**config.mk**
```make
export PLATFORM = sky130hd
export DESIGN_NAME = gecko_mem_arbiter
export DESIGN_NICKNAME = d
export VERILOG_FILES = /design/src/rtl/gecko_mem_arbiter_pkg.sv /design/src/rtl/gecko_mem_arbiter_order_queue.sv /design/src/rtl/gecko_mem_arbiter.sv
export SDC_FILE = /design/constraint.sdc
export NUM_CORES = 1
export LEC_CHECK = 0
export CORE_AREA = 2 2 125 127
export CTS_CLUSTER_DIAMETER = 100
export DETAILED_ROUTE_END_ITERATION = 16
export DIE_AREA = 0 0 127 129
export GPL_TIMING_DRIVEN = 0
export PLACE_DENSITY = 0.65
export SYNTH_ARGS = -nofsm -noshare
export SYNTH_HDL_FRONTEND = slang
export SYNTH_SLANG_ARGS = --single-unit
export TNS_END_PERCENT = 100
```
**constraint.sdc**
```tcl
create_clock -name clk -period 2.9 [get_ports clk]
set_input_delay 0.725 -clock clk [delete_from_list [all_inputs] [get_ports clk]]
set_output_delay 0.725 -clock clk [all_outputs]
set_load 0.02 [all_outputs]
```
**src/rtl/gecko_mem_arbiter_pkg.sv**
```systemverilog
`default_nettype none
//------------------------------------------------------------------------------
// gecko_mem_arbiter_pkg : shared types for the two-requester memory arbiter
// Rev 1.0
//------------------------------------------------------------------------------
package gecko_mem_arbiter_pkg;

  typedef enum logic {
    GECKO_MEM_ARB_ROUND_ROBIN = 1'b0,
    GECKO_MEM_ARB_FIXED       = 1'b1
  } gecko_mem_arb_mode_t;

  typedef enum logic [1:0] {
    STD_TECHNOLOGY_FPGA_XILINX = 2'd0,
    STD_TECHNOLOGY_FPGA_INTEL  = 2'd1,
    STD_TECHNOLOGY_ASIC        = 2'd2
  } std_technology_t;

  typedef logic gecko_mem_arb_owner_t;

  localparam gecko_mem_arb_owner_t OWNER_PORT0 = 1'b0;
  localparam gecko_mem_arb_owner_t OWNER_PORT1 = 1'b1;

endpackage
`default_nettype wire

```
**src/rtl/gecko_mem_arbiter_order_queue.sv**
```systemverilog
`default_nettype none
//------------------------------------------------------------------------------
// gecko_mem_arbiter_order_queue : register FIFO of request owners, in issue order
// Rev 1.0
//------------------------------------------------------------------------------
module gecko_mem_arbiter_order_queue
  import gecko_mem_arbiter_pkg::*;
#(
  parameter int DEPTH = 4,
  localparam int PTR_W = $clog2(DEPTH),
  localparam int CNT_W = $clog2(DEPTH) + 1
) (
  input  logic             clk,
  input  logic             rst,
  input  logic             push_i,
  input  logic             pop_i,
  input  logic             owner_i,
  output logic             head_o,
  output logic             empty_o,
  output logic             full_o,
  output logic [CNT_W-1:0] count_o
);

  gecko_mem_arb_owner_t slots_q [DEPTH];
  logic [PTR_W-1:0]     wr_ptr_q, wr_ptr_d;
  logic [PTR_W-1:0]     rd_ptr_q, rd_ptr_d;
  logic [CNT_W-1:0]     count_q, count_d;

  // DEPTH is a power of two, so pointers wrap naturally on overflow
  always_comb begin
    wr_ptr_d = wr_ptr_q;
    rd_ptr_d = rd_ptr_q;
    count_d  = count_q;
    if (push_i) wr_ptr_d = wr_ptr_q + 1'b1;
    if (pop_i)  rd_ptr_d = rd_ptr_q + 1'b1;
    case ({push_i, pop_i})
      2'b10:   count_d = count_q + 1'b1;
      2'b01:   count_d = count_q - 1'b1;
      default: count_d = count_q;
    endcase
  end

  always_ff @(posedge clk or posedge rst) begin
    if (rst) begin
      wr_ptr_q <= '0;
      rd_ptr_q <= '0;
      count_q  <= '0;
    end else begin
      wr_ptr_q <= wr_ptr_d;
      rd_ptr_q <= rd_ptr_d;
      count_q  <= count_d;
    end
  end

  always_ff @(posedge clk) begin
    if (push_i) slots_q[wr_ptr_q] <= owner_i;
  end

  assign head_o  = slots_q[rd_ptr_q];
  assign empty_o = (count_q == '0);
  assign full_o  = (count_q == CNT_W'(DEPTH));
  assign count_o = count_q;

endmodule
`default_nettype wire

```
**src/rtl/gecko_mem_arbiter.sv**
```systemverilog
`default_nettype none
//------------------------------------------------------------------------------
// gecko_mem_arbiter : shares one memory channel between two requesters
// Rev 1.0
//------------------------------------------------------------------------------
module gecko_mem_arbiter
  import gecko_mem_arbiter_pkg::*;
#(
  parameter                      CLOCK_INFO      = 'b0,
  parameter std_technology_t     TECHNOLOGY      = STD_TECHNOLOGY_FPGA_XILINX,
  parameter int                  ADDR_WIDTH      = 32,
  parameter int                  DATA_WIDTH      = 32,
  parameter int                  MAX_OUTSTANDING = 4,
  parameter gecko_mem_arb_mode_t ARB_MODE        = GECKO_MEM_ARB_ROUND_ROBIN,
  localparam int                 BE_W            = DATA_WIDTH / 8,
  localparam int                 CNT_W           = $clog2(MAX_OUTSTANDING) + 1
) (
  input  logic                  clk,
  input  logic                  rst,
  input  logic                  req0_valid_i,
  output logic                  req0_ready_o,
  input  logic                  req0_read_write_i,
  input  logic [BE_W-1:0]       req0_write_enable_i,
  input  logic [ADDR_WIDTH-1:0] req0_addr_i,
  input  logic [DATA_WIDTH-1:0] req0_data_i,
  output logic                  res0_valid_o,
  input  logic                  res0_ready_i,
  output logic [DATA_WIDTH-1:0] res0_data_o,
  input  logic                  req1_valid_i,
  output logic                  req1_ready_o,
  input  logic                  req1_read_write_i,
  input  logic [BE_W-1:0]       req1_write_enable_i,
  input  logic [ADDR_WIDTH-1:0] req1_addr_i,
  input  logic [DATA_WIDTH-1:0] req1_data_i,
  output logic                  res1_valid_o,
  input  logic                  res1_ready_i,
  output logic [DATA_WIDTH-1:0] res1_data_o,
  output logic                  mem_req_valid_o,
  input  logic                  mem_req_ready_i,
  output logic                  mem_req_read_write_o,
  output logic [BE_W-1:0]       mem_req_write_enable_o,
  output logic [ADDR_WIDTH-1:0] mem_req_addr_o,
  output logic [DATA_WIDTH-1:0] mem_req_data_o,
  input  logic                  mem_res_valid_i,
  output logic                  mem_res_ready_o,
  input  logic [DATA_WIDTH-1:0] mem_res_data_i,
  output logic [CNT_W-1:0]      outstanding_o,
  output logic                  protocol_error_o
);

  gecko_mem_arb_owner_t pick_w, grant_w;
  gecko_mem_arb_owner_t grant_q, grant_d;
  gecko_mem_arb_owner_t last_grant_q, last_grant_d;
  logic lock_q, lock_d;
  logic perr_q, perr_d;
  logic q_full_w, q_empty_w, q_head_w;
  logic granted_valid_w, accept_ready_w, req_hs_w, res_hs_w;

  always_comb begin
    pick_w = OWNER_PORT0;
    if (req0_valid_i && req1_valid_i) begin
      pick_w = (ARB_MODE == GECKO_MEM_ARB_FIXED) ? OWNER_PORT0 : ~last_grant_q;
    end else if (req1_valid_i) begin
      pick_w = OWNER_PORT1;
    end
  end

  // A presented-but-unaccepted request keeps the grant until its handshake
  assign grant_w         = lock_q ? grant_q : pick_w;
  assign granted_valid_w = (grant_w == OWNER_PORT1) ? req1_valid_i : req0_valid_i;
  assign accept_ready_w  = !rst && !q_full_w && mem_req_ready_i;

  assign mem_req_valid_o        = !rst && granted_valid_w && !q_full_w;
  assign mem_req_read_write_o   = (grant_w == OWNER_PORT1) ? req1_read_write_i   : req0_read_write_i;
  assign mem_req_write_enable_o = (grant_w == OWNER_PORT1) ? req1_write_enable_i : req0_write_enable_i;
  assign mem_req_addr_o         = (grant_w == OWNER_PORT1) ? req1_addr_i         : req0_addr_i;
  assign mem_req_data_o         = (grant_w == OWNER_PORT1) ? req1_data_i         : req0_data_i;
  assign req0_ready_o           = accept_ready_w && (grant_w == OWNER_PORT0);
  assign req1_ready_o           = accept_ready_w && (grant_w == OWNER_PORT1);
  assign req_hs_w               = mem_req_valid_o && mem_req_ready_i;

  assign res0_valid_o    = mem_res_valid_i && !q_empty_w && (q_head_w == OWNER_PORT0);
  assign res1_valid_o    = mem_res_valid_i && !q_empty_w && (q_head_w == OWNER_PORT1);
  assign res0_data_o     = mem_res_data_i;
  assign res1_data_o     = mem_res_data_i;
  assign mem_res_ready_o = !q_empty_w && ((q_head_w == OWNER_PORT1) ? res1_ready_i : res0_ready_i);
  assign res_hs_w        = mem_res_valid_i && mem_res_ready_o;

  always_comb begin
    lock_d       = lock_q;
    grant_d      = grant_q;
    last_grant_d = last_grant_q;
    perr_d       = perr_q | (mem_res_valid_i && q_empty_w);
    if (req_hs_w) begin
      lock_d       = 1'b0;
      last_grant_d = grant_w;
    end else if (mem_req_valid_o) begin
      lock_d  = 1'b1;
      grant_d = grant_w;
    end
  end

  always_ff @(posedge clk or posedge rst) begin
    if (rst) begin
      lock_q       <= 1'b0;
      grant_q      <= OWNER_PORT0;
      last_grant_q <= OWNER_PORT1;
      perr_q       <= 1'b0;
    end else begin
      lock_q       <= lock_d;
      grant_q      <= grant_d;
      last_grant_q <= last_grant_d;
      perr_q       <= perr_d;
    end
  end

  assign protocol_error_o = perr_q;

  gecko_mem_arbiter_order_queue #(
    .DEPTH (MAX_OUTSTANDING)
  ) u_order_queue (
    .clk     (clk),
    .rst     (rst),
    .push_i  (req_hs_w),
    .pop_i   (res_hs_w),
    .owner_i (grant_w),
    .head_o  (q_head_w),
    .empty_o (q_empty_w),
    .full_o  (q_full_w),
    .count_o (outstanding_o)
  );

endmodule
`default_nettype wire

```
==> run metrics <==
Max-cap violations=0; Relative slew margins=70.2%; GRT Util Overall=14.4%; critical path data required time=2.17 ns; Starting Density=14.8%; vias in the first global route=2893; hold buffers post-CTS=0; clk root buf=clkbuf_16; count of input and output buffers=288; Avg Cell Area, Syn=10.2 µm²; final worst path period need=2.84 ns; layout cell share with drive strength beyond 1=45.5%; DRC=0; global-route wire length before repair=17400 µm; most common cell after layout, fill and taps aside=clkdlybuf4s50_1; First DRT Iteration DRCs=44; pin count of the biggest net entering global routing=12; ratio of final minimum period to clock period=97.9%; Clock Skews=0.00192 ns; initial antenna violation count=0; worst skew pair latency=0.25 ns; HP Class=flip-flop to flip-flop; vias per cell=3.82; Pre-Repair DR Iteration Count=5; critical path type=input port to output pin; row cnt=45; WHS Path Cells=1; Sink Count=15; startpoint types=input port; DP HPWL=11600 µm; final net count=701; worst vdd ir=0.362 mV; Syn Nets=401; Die W=127 µm; total die area=0.0164 mm²; Post-Syn Area=0.00222 mm²; Warnings, synthesis=0; P&R area growth vs syn=141%; #FFs+latches synth=15; clk slew on worst S/H paths=0.05 ns; Cell variety after synth=31; CTS buffer count=3; Pleak=2.37 nW; Final Hold Violating Endpoints=0; Worst-Margin Slew=0.447 ns; Post-DRT Antenna Nets=0; crit end category=output pin; Placer Congestion=0.807; worst r2r src=u_order_queue.rd_ptr_q[1]; core area=0.0150 mm²; WL final=12900 µm; most frequent cells in the layout=212 x clkdlybuf4s50_1, 68 x buf_4, 63 x mux2_2; depth of the most critical reg-to-reg path=10; Vias=2692; FF-to-FF setup slack=0.55 ns; Final Util=35.7%; CP max FO=10; status=complete, no violations; drt wl/cell=18.4 µm; GRT overflow=0; H-tree depth=1; Fmax=352 MHz; Mapped Cells=217; RSZ-0062 raised after global routing=no; Die Ht=129 µm; Seq/Total Area, Yosys=17.9%; Worst Min Path Start=protocol_error_o; Max clock buf depth=2; Antenna Cells=0; Worst Hold Endpoint=protocol_error_o; final number of setup-violating endpoints=0; Max Slew Vio Count=0; CTS tree=done; Worst R2R End=u_order_queue.count_o[2]; pwr/cell area=721 mW/mm²; CP Data Arrival Time=2.11 ns; setup_tns=0 ns; io pins=321
## cell type report
type,count,area (µm²)
multi-input combinational,122,1270
inverter,8,30.0
sequential,15,397
tap,188,235
timing repair buffer,295,2750
buffer,72,589
fill,1540,9630
clock inverter,1,5.00
clock buffer,3,75.1
## how the worst max path moves through the flow
stage | depth (start not counted) | slack [ns] | start | endpoint
6_report | 8 | 0.06 | req1_valid_i | mem_req_data_o[4]
5_1_grt | 4 | 0.0002 | mem_res_valid_i | res0_valid_o
4_1_cts | 9 | 0.006 | req1_valid_i | mem_req_data_o[28]
3_5_place_dp | 6 | -1.16 | req0_valid_i | mem_req_data_o[16]
3_3_place_gp | 6 | -1.18 | req0_valid_i | mem_req_data_o[16]
2_1_floorplan | 4 | 0.35 | req1_valid_i | mem_req_addr_o[0]
## where the power goes
group | switching, mW | internal (mW)
Sequential | 0.106 | 0.319
Combinational | 1.48 | 1.68
Clock | 0.0886 | 0.184
Total | 1.67 | 2.19
## flip-flops by register name, summed over array words and instances (netlist names)
| register | cells |
|---|---|
| u_order_queue.slots_q | 4 |
| u_order_queue.rd_ptr_q | 2 |
| grant_q | 1 |
| u_order_queue.wr_ptr_q | 2 |
| protocol_error_o | 1 |
| lock_q | 1 |
| last_grant_q | 1 |
| u_order_queue.count_o | 3 |
## what timing repair did
action / 4_1_cts / 5_1_grt
endpoints found under the setup margin: 72 / 17
cloned: 4 / 0
setup buffers: 4 / 0
pin swaps: 1 / 1
resized for setup: 333 / 6
## worst max-delay path, cell delays in order
cell     delay (ns)
buf_2          0.11
nor2b_4        0.12
a22oi_2        0.19
buf_4          0.19
buf_16         0.14
buf_8          0.14
mux2_2         0.33
buf_2          0.17
## stage by stage
step / total power, mW / cells / hold slack [ns] / setup slack [ns] / area, µm²
after global placement: 3.46 / 693 / 0.442 / -1.18 / 5340
after detailed placement: 3.50 / 693 / 0.482 / -1.16 / 5340
after CTS: 3.96 / 705 / 0.496 / 0.00644 / 5370
after floorplan: 2.15 / 217 / 0.483 / 0.345 / 2220
final: 3.86 / 704 / 0.487 / 0.0610 / 5350
after global routing: 4.09 / 704 / 0.512 / 0.000227 / 5350
## kinds of logic after synthesis
kind of cell | share of synthesized area [%]
simple gates | 7.72
xor+xnor | 1.97
buf+inv | 26.9
compound gates | 3.04
fa+ha+maj | 3.72
flops | 17.9
mux | 38.8
## Yosys cell counts, drive strengths merged
master | n | area share (%)
and3b | 1 | 0.56
inv | 8 | 1.4
a21o | 1 | 0.34
nand2 | 4 | 0.68
xnor2 | 2 | 0.79
nor3 | 1 | 0.23
nor3b | 2 | 1.2
buf | 72 | 26
o31ai | 1 | 0.34
nand2b | 1 | 0.28
a22o | 2 | 0.79
dfstp | 1 | 1.2
dfrtp | 10 | 11
a211oi | 1 | 0.34
and2 | 4 | 1.1
edfxtp | 4 | 5.4
xor2 | 3 | 1.2
ha | 5 | 2.8
nor4 | 2 | 0.56
nor2 | 7 | 1.2
mux2i | 7 | 3.2
a22oi | 1 | 0.56
o21ai | 1 | 0.23
fa | 1 | 0.90
o21ba | 1 | 0.45
nor2b | 3 | 0.85
mux2 | 70 | 36
nor4b | 1 | 1.1
## layer usage
metal | GRT usage, % | routed length (µm)
met5 | 0 | 0
met3 | 5.78 | 1300
met1 | 15.9 | 4650
met2 | 26.5 | 6850
met4 | 2.13 | 131
(Power assumes the default switching activity.)
